`src/rtl/task_uart_tx.sv`:
```
// task_uart_tx: buffered 8N1 UART transmitter for the task output stream.
// Bytes are queued as {last, data}; an optional terminator byte follows every
// byte tagged last, and queued frames go out back-to-back with no idle gap.
module task_uart_tx #(
  parameter int unsigned CLK_FREQ_HZ = 100_000_000,
  parameter int unsigned BAUD        = 115200,
  parameter int unsigned FIFO_DEPTH  = 16,
  parameter bit          APPEND_TERM = 1'b1,
  parameter logic [7:0]  TERM_BYTE   = 8'h0A
) (
  input  logic                             i_clk,
  input  logic                             i_rst,
  input  logic                             i_valid,
  input  logic                             i_last,
  input  logic [7:0]                       i_data,
  output logic                             o_tx,
  output logic                             o_busy,
  output logic                             o_overflow,
  output logic [$clog2(FIFO_DEPTH+1)-1:0]  o_level
);

  localparam int unsigned CLKS_PER_BIT = CLK_FREQ_HZ / BAUD;
  localparam int unsigned CW = (CLKS_PER_BIT > 1) ? $clog2(CLKS_PER_BIT) : 1;
  localparam int unsigned AW = $clog2(FIFO_DEPTH);
  localparam int unsigned LW = $clog2(FIFO_DEPTH + 1);

  localparam logic [CW-1:0] BAUD_LAST = CW'(CLKS_PER_BIT - 1);
  localparam logic [CW-1:0] CNT_ONE   = CW'(1);
  localparam logic [AW:0]   PTR_ONE   = (AW + 1)'(1);
  localparam logic [LW-1:0] LVL_ONE   = LW'(1);

  typedef enum logic [1:0] {IDLE, START, DATA, STOP} state_t;

  // FIFO storage and pointers; the extra pointer bit separates full from empty
  logic [8:0]    mem [FIFO_DEPTH];
  logic [AW:0]   wr_ptr;
  logic [AW:0]   rd_ptr;
  logic          fifo_empty;
  logic          fifo_full;
  logic          push;
  logic          pop;
  logic [8:0]    head_entry;

  // Transmit state
  state_t        state;
  logic [CW-1:0] baud_cnt;
  logic [2:0]    bit_idx;
  logic [7:0]    shift;
  logic          term_pend;
  logic          baud_done;

  assign fifo_empty = (wr_ptr == rd_ptr);
  assign fifo_full  = (wr_ptr[AW] != rd_ptr[AW]) &&
                      (wr_ptr[AW-1:0] == rd_ptr[AW-1:0]);
  // Full is judged before any same-cycle pop, so a write while full is lost
  assign push       = i_valid && !fifo_full;
  assign head_entry = mem[rd_ptr[AW-1:0]];
  assign baud_done  = (baud_cnt == BAUD_LAST);
  assign o_busy     = (state != IDLE) || (o_level != '0);

  // Pop when idle with data waiting, or at the end of a stop bit with no terminator owed
  always_comb begin
    pop = 1'b0;
    if (!fifo_empty) begin
      if (state == IDLE) begin
        pop = 1'b1;
      end else if (state == STOP && baud_done && !term_pend) begin
        pop = 1'b1;
      end
    end
  end

  // FIFO data array write port (no reset: contents are don't-care once pointers clear)
  always_ff @(posedge i_clk) begin
    if (push) begin
      mem[wr_ptr[AW-1:0]] <= {i_last, i_data};
    end
  end

  // FIFO pointers, occupancy and sticky overflow flag
  always_ff @(posedge i_clk or negedge i_rst) begin
    if (!i_rst) begin
      wr_ptr     <= '0;
      rd_ptr     <= '0;
      o_level    <= '0;
      o_overflow <= 1'b0;
    end else begin
      if (push) begin
        wr_ptr <= wr_ptr + PTR_ONE;
      end
      if (pop) begin
        rd_ptr <= rd_ptr + PTR_ONE;
      end
      if (push && !pop) begin
        o_level <= o_level + LVL_ONE;
      end else if (!push && pop) begin
        o_level <= o_level - LVL_ONE;
      end
      if (i_valid && fifo_full) begin
        o_overflow <= 1'b1;
      end
    end
  end

  // Serialiser FSM: start bit, 8 data bits LSB first, stop bit; o_tx is registered
  always_ff @(posedge i_clk or negedge i_rst) begin
    if (!i_rst) begin
      state     <= IDLE;
      baud_cnt  <= '0;
      bit_idx   <= '0;
      shift     <= '0;
      term_pend <= 1'b0;
      o_tx      <= 1'b1;
    end else begin
      baud_cnt <= baud_done ? '0 : baud_cnt + CNT_ONE;
      case (state)
        IDLE: begin
          baud_cnt <= '0;
          o_tx     <= 1'b1;
          if (pop) begin
            shift     <= head_entry[7:0];
            term_pend <= head_entry[8] & APPEND_TERM;
            o_tx      <= 1'b0;
            state     <= START;
          end
        end
        START: begin
          if (baud_done) begin
            bit_idx <= '0;
            o_tx    <= shift[0];
            state   <= DATA;
          end
        end
        DATA: begin
          if (baud_done) begin
            if (bit_idx == 3'd7) begin
              o_tx  <= 1'b1;
              state <= STOP;
            end else begin
              shift   <= {1'b0, shift[7:1]};
              o_tx    <= shift[1];
              bit_idx <= bit_idx + 3'd1;
            end
          end
        end
        STOP: begin
          if (baud_done) begin
            if (term_pend) begin
              // Terminator goes out before anything else that is queued
              shift     <= TERM_BYTE;
              term_pend <= 1'b0;
              o_tx      <= 1'b0;
              state     <= START;
            end else if (pop) begin
              shift     <= head_entry[7:0];
              term_pend <= head_entry[8] & APPEND_TERM;
              o_tx      <= 1'b0;
              state     <= START;
            end else begin
              state <= IDLE;
            end
          end
        end
        default: begin
          state <= IDLE;
          o_tx  <= 1'b1;
        end
      endcase
    end
  end

endmodule
```
`config.mk`:
```
export PLATFORM = sky130hd
export DESIGN_NAME = task_uart_tx
export DESIGN_NICKNAME = d
export VERILOG_FILES = /design/src/rtl/task_uart_tx.sv
export SDC_FILE = /design/constraint.sdc
export NUM_CORES = 1
export LEC_CHECK = 0
export BUFFER_PORTS_ARGS = -buffer_cell sky130_fd_sc_hd__buf_2
export CORE_ASPECT_RATIO = 1.1
export CORE_MARGIN = 3
export CORE_UTILIZATION = 56
export CTS_BUF_LIST = sky130_fd_sc_hd__clkbuf_2 sky130_fd_sc_hd__clkbuf_4 sky130_fd_sc_hd__clkbuf_8
export CTS_CLUSTER_DIAMETER = 30
export DETAILED_ROUTE_END_ITERATION = 10
export PLACE_DENSITY = 0.75
export SYNTH_ARGS = -nofsm -noshare
export SYNTH_HDL_FRONTEND = slang
export SYNTH_SLANG_ARGS = --single-unit
```
`constraint.sdc`:
```
create_clock -name i_clk -period 3.1 [get_ports i_clk]
set_clock_uncertainty 0.2 [all_clocks]
set_input_delay 0.31 -clock i_clk [delete_from_list [all_inputs] [get_ports i_clk]]
set_output_delay 0.31 -clock i_clk [all_outputs]
set_load 0.02 [all_outputs]
```
# ---- After elaboration in Yosys (flattened, before gate mapping)
# Memory sizes are Yosys's and may differ from the RTL's.
# Index checks and enable logic that the tools add are counted.
dict set report totals {
  register_bits 41
  mem_bits_rw 144
  input_bits 12
  out_inout_bits 8
  word_cells 96
  n_memories 1
}
dict set report classes {
  add_sub_neg 6
  n_eq_ne 15
  muxes 40
  n_reduce_logical 24
}
# name words width read_ports rd_clocked_by_memory_dff wr line
set mem_list {}
lappend mem_list {mem 16 9 1 0 1 35} ;# logic [8:0] mem [FIFO_DEPTH];
# op n
set ops {}
lappend ops {{8-bit 2-to-1 mux} 5}
lappend ops {{8-bit case mux with 3 select lines} 1}
lappend ops {{10-bit 2-to-1 mux} 2}
lappend ops {{1-bit 2-to-1 mux} 18}
lappend ops {{5-bit by 1-bit adder with 5-bit output, second input constant} 3}
lappend ops {{2-bit inequality test, second input constant} 6}
lappend ops {{4-bit AND reduction} 3}
lappend ops {{10-bit by 1-bit adder with 10-bit output, second input constant} 1}
lappend ops {{10-bit equality test, second input constant} 1}
lappend ops {{2-bit 2-to-1 mux} 5}
lappend ops {{5-bit 2-to-1 mux} 2}
lappend ops {{3-bit 2-to-1 mux} 3}
lappend ops {{2-bit case mux with 4 select lines} 1}
lappend ops {{2-bit nonzero test} 4}
lappend ops {{1-bit logical AND} 7}
lappend ops {{3-bit case mux with 2 select lines} 1}
lappend ops {{5-bit equality test} 1}
lappend ops {{5-bit AND reduction} 1}
lappend ops {{5-bit nonzero test} 1}
lappend ops {{5-bit by 1-bit subtractor with 5-bit output, second input constant} 1}
lappend ops {{2-bit equality test, second input constant} 2}
lappend ops {{4-bit equality test} 1}
lappend ops {{1-bit zero test} 4}
lappend ops {{1-bit case mux with 4 select lines} 1}
lappend ops {{other kinds (10)} 10}

# ---- Longest topological paths before layout
# Gate-level depths: netlist (run 1).
dict set report depth {
  word_depth 10
  mapped_depth 13
  depth_no_buf 13
}

# ---- Worst setup path before layout (run 1)
# OpenSTA, ideal clock, no wires.
dict set report synth_timing {
  kind {reg-to-reg}
  from {register rd_ptr[1]}
  to {register o_level[4]}
  setup_time_ns 0.131
  arrival_ns 2.661
  required_time_ns 2.769
  slack_ns 0.108
  path_stages_with_launch 13
  n_path_buf 0
  synth_period_minus_slack_ns 2.992
  path_cell_list {dfrtp_1 xor2_1 nor4_4 a21oi_4 inv_4 ha_1 inv_1 fa_1 a21o_1 a21oi_1 xnor2_1 nor2_1 xor2_1}
}
dict set report synth_between {
  elab_chain_cells 7
  word_cells_on_any_way 12
  classes_between {eq/ne (2); mux (2); reduce/logical (8)}
}
# element line
set synth_lines {}
lappend synth_lines {{start, declared} 37} ;# logic [AW:0] rd_ptr;
lappend synth_lines {{start signal, assigned} 92} ;# rd_ptr <= rd_ptr + PTR_ONE;
lappend synth_lines {{4-bit equality test} 54} ;# (wr_ptr[AW-1:0] == rd_ptr[AW-1:0]);
lappend synth_lines {{1-bit logical AND} 53} ;# assign fifo_full = (wr_ptr[AW] != rd_ptr[AW]) &&
lappend synth_lines {{1-bit zero test} 56} ;# assign push = i_valid && !fifo_full;
lappend synth_lines {{1-bit logical AND} 56}
lappend synth_lines {{1-bit zero test} 96} ;# end else if (!push && pop) begin
lappend synth_lines {{1-bit logical AND} 96}
lappend synth_lines {{2-bit nonzero test (no line)} n/a}
lappend synth_lines {{end signal, assigned} 95} ;# o_level <= o_level + LVL_ONE;
lappend synth_lines {{end signal, assigned} 97} ;# o_level <= o_level - LVL_ONE;
lappend synth_lines {{end, declared} 19} ;# output logic [$clog2(FIFO_DEPTH+1)-1:0] o_level
# Several ways; a longest one is shown, not always the timed one.
# A chain may end at the register's enable or synchronous reset.

# ---- Worst setup path in the final report (run 1)
dict set report layout_timing {
  from {register state[0]}
  to {register o_level[4]}
}
dict set report layout_between {
  elab_chain_cells 9
  word_cells_on_any_way 12
  classes_between {eq/ne (1); mux (4); reduce/logical (7)}
}
# element line
set layout_lines {}
lappend layout_lines {{start, declared} 45} ;# state_t state;
lappend layout_lines {{start signal, assigned} 108} ;# state <= IDLE;
lappend layout_lines {{start signal, assigned} 124} ;# state <= START;
lappend layout_lines {{start signal, assigned} 131} ;# state <= DATA;
lappend layout_lines {{2-bit equality test} 67} ;# end else if (state == STOP && baud_done && !term_pend) begin
lappend layout_lines {{1-bit logical AND (2 in a row)} 67}
lappend layout_lines {{1-bit 2-to-1 mux} 67}
lappend layout_lines {{1-bit 2-to-1 mux *} 65} ;# if (state == IDLE) begin
lappend layout_lines {{1-bit 2-to-1 mux *} 64} ;# if (!fifo_empty) begin
lappend layout_lines {{1-bit zero test} 94} ;# if (push && !pop) begin
lappend layout_lines {{1-bit logical AND} 94}
lappend layout_lines {{5-bit 2-to-1 mux or 2-bit nonzero test (tied branches)} n/a}
# Every way passes the cells marked *; elsewhere a longest branch is shown, timed or not.

==> out/results.txt, run 1 <==
metal1 wirelength: 6.29 mm
number of setup violations in the final report: 0
DIE HEIGHT: 133 um
largest net degree at the start of global routing: 42
routed vias: 4285
Initial Util: 58.2%
clock latency on the worst-skew pair: 450 ps
Bufs and invs on worst path: 2
Pleak: 3.17 nW
final WL: 14.5 mm
Ports: 20
synth top area cells: edfxtp_1 53%, dfrtp_1 12%, mux4_2 9.9%
clock share of power: 18.4%
met3 wire length: 546 um
Antenna Violating Nets Remaining: 0
initial antenna violation count: 0
final worst slack: 194 ps
fin util: 63.4%
n_diodes: 0
via count of the first global-routing pass: 4519
GP Congestion: 0.796
Seq pwr share: 40.4%
Tmin final: 2910 ps
Fin. Hold Viols: 0
gr usage total: 19.9%
metal2 WL: 7.46 mm
Yosys top cell by area: edfxtp_1
Top Family by Delay on Critical Path: adder cells
outcome: finished, final reports clean
clk slew on worst S/H paths: 90 ps
CP max-delay cell: dfrtp_1
Worst EP required: 3240 ps
commonest cells in the netlist: 144 x edfxtp_1, 40 x dfrtp_1, 36 x mux4_2
EDFF count, synth: 144
max incr delay on CP: 420 ps
Overflow after GRT: 0
uppermost layer routed: met4
Worst EP arrival: 3050 ps
H-tree levels: 4
# clock sinks: 185
DRT iter0 DRCs: 378
max_cap viols: 0
Inserted Clock Buffers: 17
Least-Margin Pin Slew: 1050 ps
Comb pwr share: 41.2%
share of cells above drive strength 1: 26.5%
Synth async-reset ratio: 22.2%
Clock Path Buffers: 2
PD cells: 919 nW/um^2
synth unique cells: 62
WL/cell: 19.9 um
Hold WC Path Type: input port to flip-flop
IO Port Bufs: 19
NumNets Final: 561
filler instances: 1001
Die Area: 16100 um^2
FMAX: 0.344 GHz
yosys warns: 0
Setup WS pre-CTS: 33.9 ps
dpl hpwl: 9.65 mm
Int Pwr: 5.26 mW
syn_nets: 519
RSZ-0062 raised after global routing: no
core area: 14100 um^2
die width: 121 um
Synth Flop Type: edfxtp_1
Area Growth Syn to Fin: 9.05%
Min Hold Slack: 36.6 ps
Sw Share: 35.8%
Avg Cell Area, Syn: 16.7 um^2
worst vdd ir: 0.415 mV
Slew HR: 29.7%
flops & latches, synth: 185
WS Path Type: flip-flop to flip-flop
Mapped Area: 8190 um^2
most common cell in the netlist: edfxtp_1
first-pass GRT wire length: 24.2 mm
drt first pass iters: 4
Cell Rows: 45
CTS tree: built
via-per-instance ratio: 5.85
critical path endpoint category: flip-flop
root buf cell: clkbuf_8
setup TNS: 0 ps
Yosys top cell area share: 52.8%
Seq/Total Area, Yosys: 65.4%
largest fanout on the critical path: 4
Residual DRC: 0
Tcrit/Tclk final: 93.8%
cells after synthesis: 489
Startpoint Class: flip-flop
switching pwr: 2.94 mW
count of pins over their slew limit: 0
critical-path cell list: ha_1 > and2b_2 > a41oi_4 > a21oi_4 > inv_4 > ha_2 > inv_1 > fa_2 > a21o_1 > a21oi_1 > xnor2_1 > nor2_1 > xor2_1
[per-layer routing]
| metal | up-vias | GRT usage (%) |
|---|---|---|
| li1 | 1977 | - |
| met1 | 2205 | 26.7 |
| met2 | 82 | 32.9 |
| met3 | 21 | 3.85 |
| met4 | 0 | 6.79 |
| met5 | - | 0 |
[worst paths after layout]
kind	from	end	slack [ps]	depth (start not counted)
min reg2reg	o_level[4]	o_level[4]	290	1
min in group asynchronous	i_rst	o_level[3]	340	2
max reg2reg	state[0]	o_level[4]	190	13
min	i_data[0]	mem[11][0]	40	1
max in group asynchronous	i_rst	rd_ptr[0]	1720	2
max	state[0]	o_level[4]	190	13
[registers in the layout, summed over array words and instances, names as in the netlist]
| signal | cells |
|---|---|
| baud_cnt | 10 |
| bit_idx | 3 |
| mem | 144 |
| o_level | 5 |
| o_overflow | 1 |
| o_tx | 1 |
| rd_ptr | 5 |
| shift | 8 |
| state | 2 |
| term_pend | 1 |
| wr_ptr | 5 |
[area by class of cell]
| cell class | count | area [um^2] | share of cell area, % |
|---|---|---|---|
| Sequential cell | 185 | 5350 | 60.0 |
| Multi-Input combinational cell | 266 | 2600 | 29.1 |
| Timing Repair Buffer | 46 | 308 | 3.45 |
| Clock buffer | 20 | 256 | 2.87 |
| Tap cell | 188 | 235 | 2.63 |
| Clock inverter | 12 | 115 | 1.29 |
| Inverter | 15 | 58.8 | 0.659 |
[cells by family (layout without fill, tap and decap cells)]
family,after synthesis,after routing,synth area share [%]
buf+inv,38,93,3.06
flops,185,185,65.4
mux,61,61,13.2
simple gates,102,102,7.02
xor+xnor,27,27,3.07
fa+ha+maj,18,18,2.84
compound gates,58,58,5.49
[power by group through the flow]
stage	sequential [mW]	combinational (mW)	clock [mW]
2_1_floorplan	3.38	2.62	0
3_3_place_gp	3.34	3.28	0
3_5_place_dp	3.37	3.36	0
4_1_cts	3.32	3.38	1.55
5_1_grt	3.36	3.70	1.64
6_report	3.32	3.38	1.51
[stage by stage]
stage | power [mW] | instance area, um^2 | instances
finish | 8.20 | 8930 | 732
global placement | 6.62 | 8480 | 694
detailed placement | 6.73 | 8480 | 694
floorplan | 6.00 | 8190 | 489
global route | 8.71 | 8930 | 732
CTS | 8.25 | 8900 | 730
[repair_timing]
action                     CTS  global route
setup buffers                0             2
resized for setup            0             3
setup endpoints to repair    0             1
hold endpoints to repair    62             0
hold buffers                 4             0
[cells in the final DEF, fill, tap and decap left out, types with 3 or more instances in the layout]
| cell | instances |
|---|---|
| a21oi_1 | 10 |
| a22oi_1 | 5 |
| buf_2 | 19 |
| buf_4 | 23 |
| clkbuf_4 | 3 |
| clkbuf_8 | 17 |
| dfrtp_1 | 39 |
| dlygate4sd3_1 | 4 |
| edfxtp_1 | 144 |
| ha_1 | 16 |
| inv_1 | 14 |
| inv_6 | 5 |
| mux2_2 | 5 |
| mux2i_1 | 18 |
| mux4_2 | 36 |
| nand2_1 | 24 |
| nand2b_1 | 4 |
| nand3_1 | 9 |
| nand4_1 | 8 |
| nor2_1 | 33 |
| nor3_1 | 6 |
| o211ai_1 | 6 |
| o21ai_0 | 12 |
| xnor2_1 | 14 |
| xor2_1 | 11 |
Note: power is estimated with default switching activity, not from simulation.
==> inputs of run 2 (changes only) <==
--- a/config.mk
+++ b/config.mk
@@ -12,7 +12,7 @@
 export CTS_BUF_LIST = sky130_fd_sc_hd__clkbuf_2 sky130_fd_sc_hd__clkbuf_4 sky130_fd_sc_hd__clkbuf_8
 export CTS_CLUSTER_DIAMETER = 30
 export DETAILED_ROUTE_END_ITERATION = 10
-export PLACE_DENSITY = 0.75
+export PLACE_DENSITY = 0.73
 export SYNTH_ARGS = -nofsm -noshare
 export SYNTH_HDL_FRONTEND = slang
 export SYNTH_SLANG_ARGS = --single-unit
==> constraint.sdc (replaced) <==
create_clock -name i_clk -period 3.2 [get_ports i_clk]
set_clock_uncertainty 0.2 [all_clocks]
set_input_delay 0.32 -clock i_clk [delete_from_list [all_inputs] [get_ports i_clk]]
set_output_delay 0.32 -clock i_clk [all_outputs]
set_load 0.02 [all_outputs]
==> run 2 against run 1 <==
Global-route usage is 0.92 points higher; sequential power fell by 3%; cell count shrank 0.41%; largest power group unchanged; total power decreased by 1.1%; die area unchanged.
==> out/results.txt, run 2 (synthesis gave the netlist of run 1 again) <==
clk slew on worst S/H paths: 100 ps (about the same)
final WL: 15.3 mm (+5.5%)
dpl hpwl: 10.1 mm (+5.0%)
root buf cell: clkbuf_8
IO Port Bufs: 19 (unchanged)
number of setup violations in the final report: 0 (unchanged)
die width: 121 um (unchanged)
Pleak: 3.19 nW (+0.51%)
largest fanout on the critical path: 6 (+2)
via-per-instance ratio: 5.95 (+1.6%)
DRT iter0 DRCs: 208 (-45%)
Startpoint Class: flip-flop
outcome: finished, final reports clean
Least-Margin Pin Slew: 1090 ps (+36.4 ps)
Min Hold Slack: 36.7 ps (+0.120 ps)
core area: 14100 um^2 (unchanged)
Ports: 20 (unchanged)
most frequent cells in the layout: 144 x edfxtp_1, 38 x dfrtp_1, 36 x mux4_2
WS Path Type: flip-flop to flip-flop
largest net degree at the start of global routing: 42 (unchanged)
routed vias: 4337 (+1.2%)
Die Area: 16100 um^2 (unchanged)
NumNets Final: 558 (-0.53%)
PD cells: 906 nW/um^2 (-1.3%)
max reg flops: 144 (unchanged)
Inserted Clock Buffers: 17 (unchanged)
WL/cell: 21.0 um (+5.9%)
share of cells above drive strength 1: 26.4% (-0.038 points)
gr usage total: 20.8% (+0.92 points)
Sw Share: 36.4% (+0.58 points)
worst setup path start: state[0]
initial antenna violation count: 0 (unchanged)
# clock sinks: 185 (unchanged)
switching pwr: 2.95 mW (+0.53%)
beginning of the worst hold path: i_data[5]
filler instances: 1009 (+0.80%)
Fin. Hold Viols: 0 (unchanged)
Tcrit/Tclk final: 93.9% (+0.17 points)
most common cell after layout, fill and taps aside: edfxtp_1
Residual DRC: 0 (unchanged)
Seq pwr share: 39.7% (-0.7 points)
first-pass GRT wire length: 25.3 mm (+4.2%)
H-tree levels: 4 (unchanged)
Worst EP arrival: 3160 ps (+110 ps)
Hold WC Path Type: input port to flip-flop
Worst EP required: 3360 ps (+120 ps)
Tot Pwr: 8.11 mW (-1.1%)
FMAX: 0.333 GHz (-3.3%)
clock share of power: 20.3% (+1.9 points)
count of pins over their slew limit: 0 (unchanged)
RSZ-0062 raised after global routing: no
DIE HEIGHT: 133 um (unchanged)
Overflow after GRT: 0 (unchanged)
fin util: 63.6% (+0.15 points)
Slew HR: 27.3% (-2.4 points)
critical path endpoint category: flip-flop
via count of the first global-routing pass: 4644 (+2.8%)
Int Pwr: 5.16 mW (-2.0%)
Reg area: 5350 um^2 (about the same)
RR Startpoint: state[0]
n_diodes: 0 (unchanged)
Cell Rows: 45 (unchanged)
clock latency on the worst-skew pair: 460 ps (about the same)
max_cap viols: 0 (unchanged)
reg2reg setup slack: 190 ps (about the same)
Clock Path Buffers: 2 (unchanged)
Antenna Violating Nets Remaining: 0 (unchanged)
GP Congestion: 0.845 (+6.2%)
CTS tree: built
Initial Util: 58.2% (unchanged)
area of the multi-input gates: 2590 um^2 (-0.53%)
drt first pass iters: 5 (+1)
setup TNS: 0 ps (unchanged)
Comb pwr share: 40.0% (-1.2 points)
worst vdd ir: 0.459 mV (+11%)
Area Growth Syn to Fin: 9.31%
Tmin final: 3010 ps (+99.3 ps)
-- run 2: changes by cell type in the layout (fill, tap and decap cells not counted), sizes merged --
cell	before	now
clkinvlp	2	0
buf	42	40
bufinv	1	2
inv	20	25
dlygate4sd3	4	3
clkinv	4	3
clkbuf	20	17
-- run 2: repair_timing --
| action | CTS | global route |
|---|---|---|
| buffers inserted | 0 | 0 |
| endpoints found under the setup margin | 0 | 1 |
| resized for setup | 0 | 2 |
| hold buffers | 3 | 0 |
| endpoints found under the hold margin | 42 | 0 |
-- run 2: metal layers --
| layer | wire [um] | track usage (%) | part of all wire, % | up-vias |
|---|---|---|---|---|
| li1 | - | - | - | 1968 |
| met1 | 6280 | 26.3 | 41 | 2245 |
| met2 | 8140 | 35.8 | 53 | 94 |
| met3 | 573 | 3.93 | 3.7 | 30 |
| met4 | 346 | 7.85 | 2.3 | 0 |
| met5 | 0 | 0 | 0 | - |
-- run 2: worst paths after layout --
check | cells past startpoint | end
max | 13 | o_level[4]
min | 1 | mem[4][5]
max reg2reg | 13 | o_level[4]
min reg2reg | 1 | o_level[4]
max in group asynchronous | 2 | state[0]
min in group asynchronous | 2 | o_level[1]
-- run 2: metrics by stage --
step | cells | instance area, um^2 | setup slack (ps)
after floorplan | 489 | 8190 | 208
after global placement | 694 | 8480 | 247
after detailed placement | 694 | 8480 | 156
after CTS | 729 | 8940 | 136
after global routing | 729 | 8950 | 1.13
final | 729 | 8950 | 194
-- run 2: final cells by class --
class / count / share of cell area (%)
Clock buffer: 17 / 2.61
Clock inverter: 15 / 2.20
Inverter: 15 / 0.657
Multi-Input combinational cell: 266 / 28.9
Sequential cell: 185 / 59.8
Tap cell: 188 / 2.63
Timing Repair Buffer: 43 / 3.16
-- run 2: critical path, stage by stage, from the launching register on --
cell and delay (ps):
dfrtp_2 450, ha_1 230, and2b_2 220, a41oi_2 190, a21oi_4 60, inv_4 140, ha_1 190, inv_1 100
fa_1 420, a21o_1 190, a21oi_1 170, xnor2_1 140, nor2_1 70, xor2_1 140
-- run 2: power groups by stage --
stage / combinational [mW] / sequential, mW / clock (mW)
floorplan: 2.54 / 3.27 / 0
global placement: 3.19 / 3.24 / 0
detailed placement: 3.26 / 3.28 / 0
CTS: 3.29 / 3.22 / 1.67
global route: 3.55 / 3.26 / 1.76
finish: 3.24 / 3.22 / 1.65
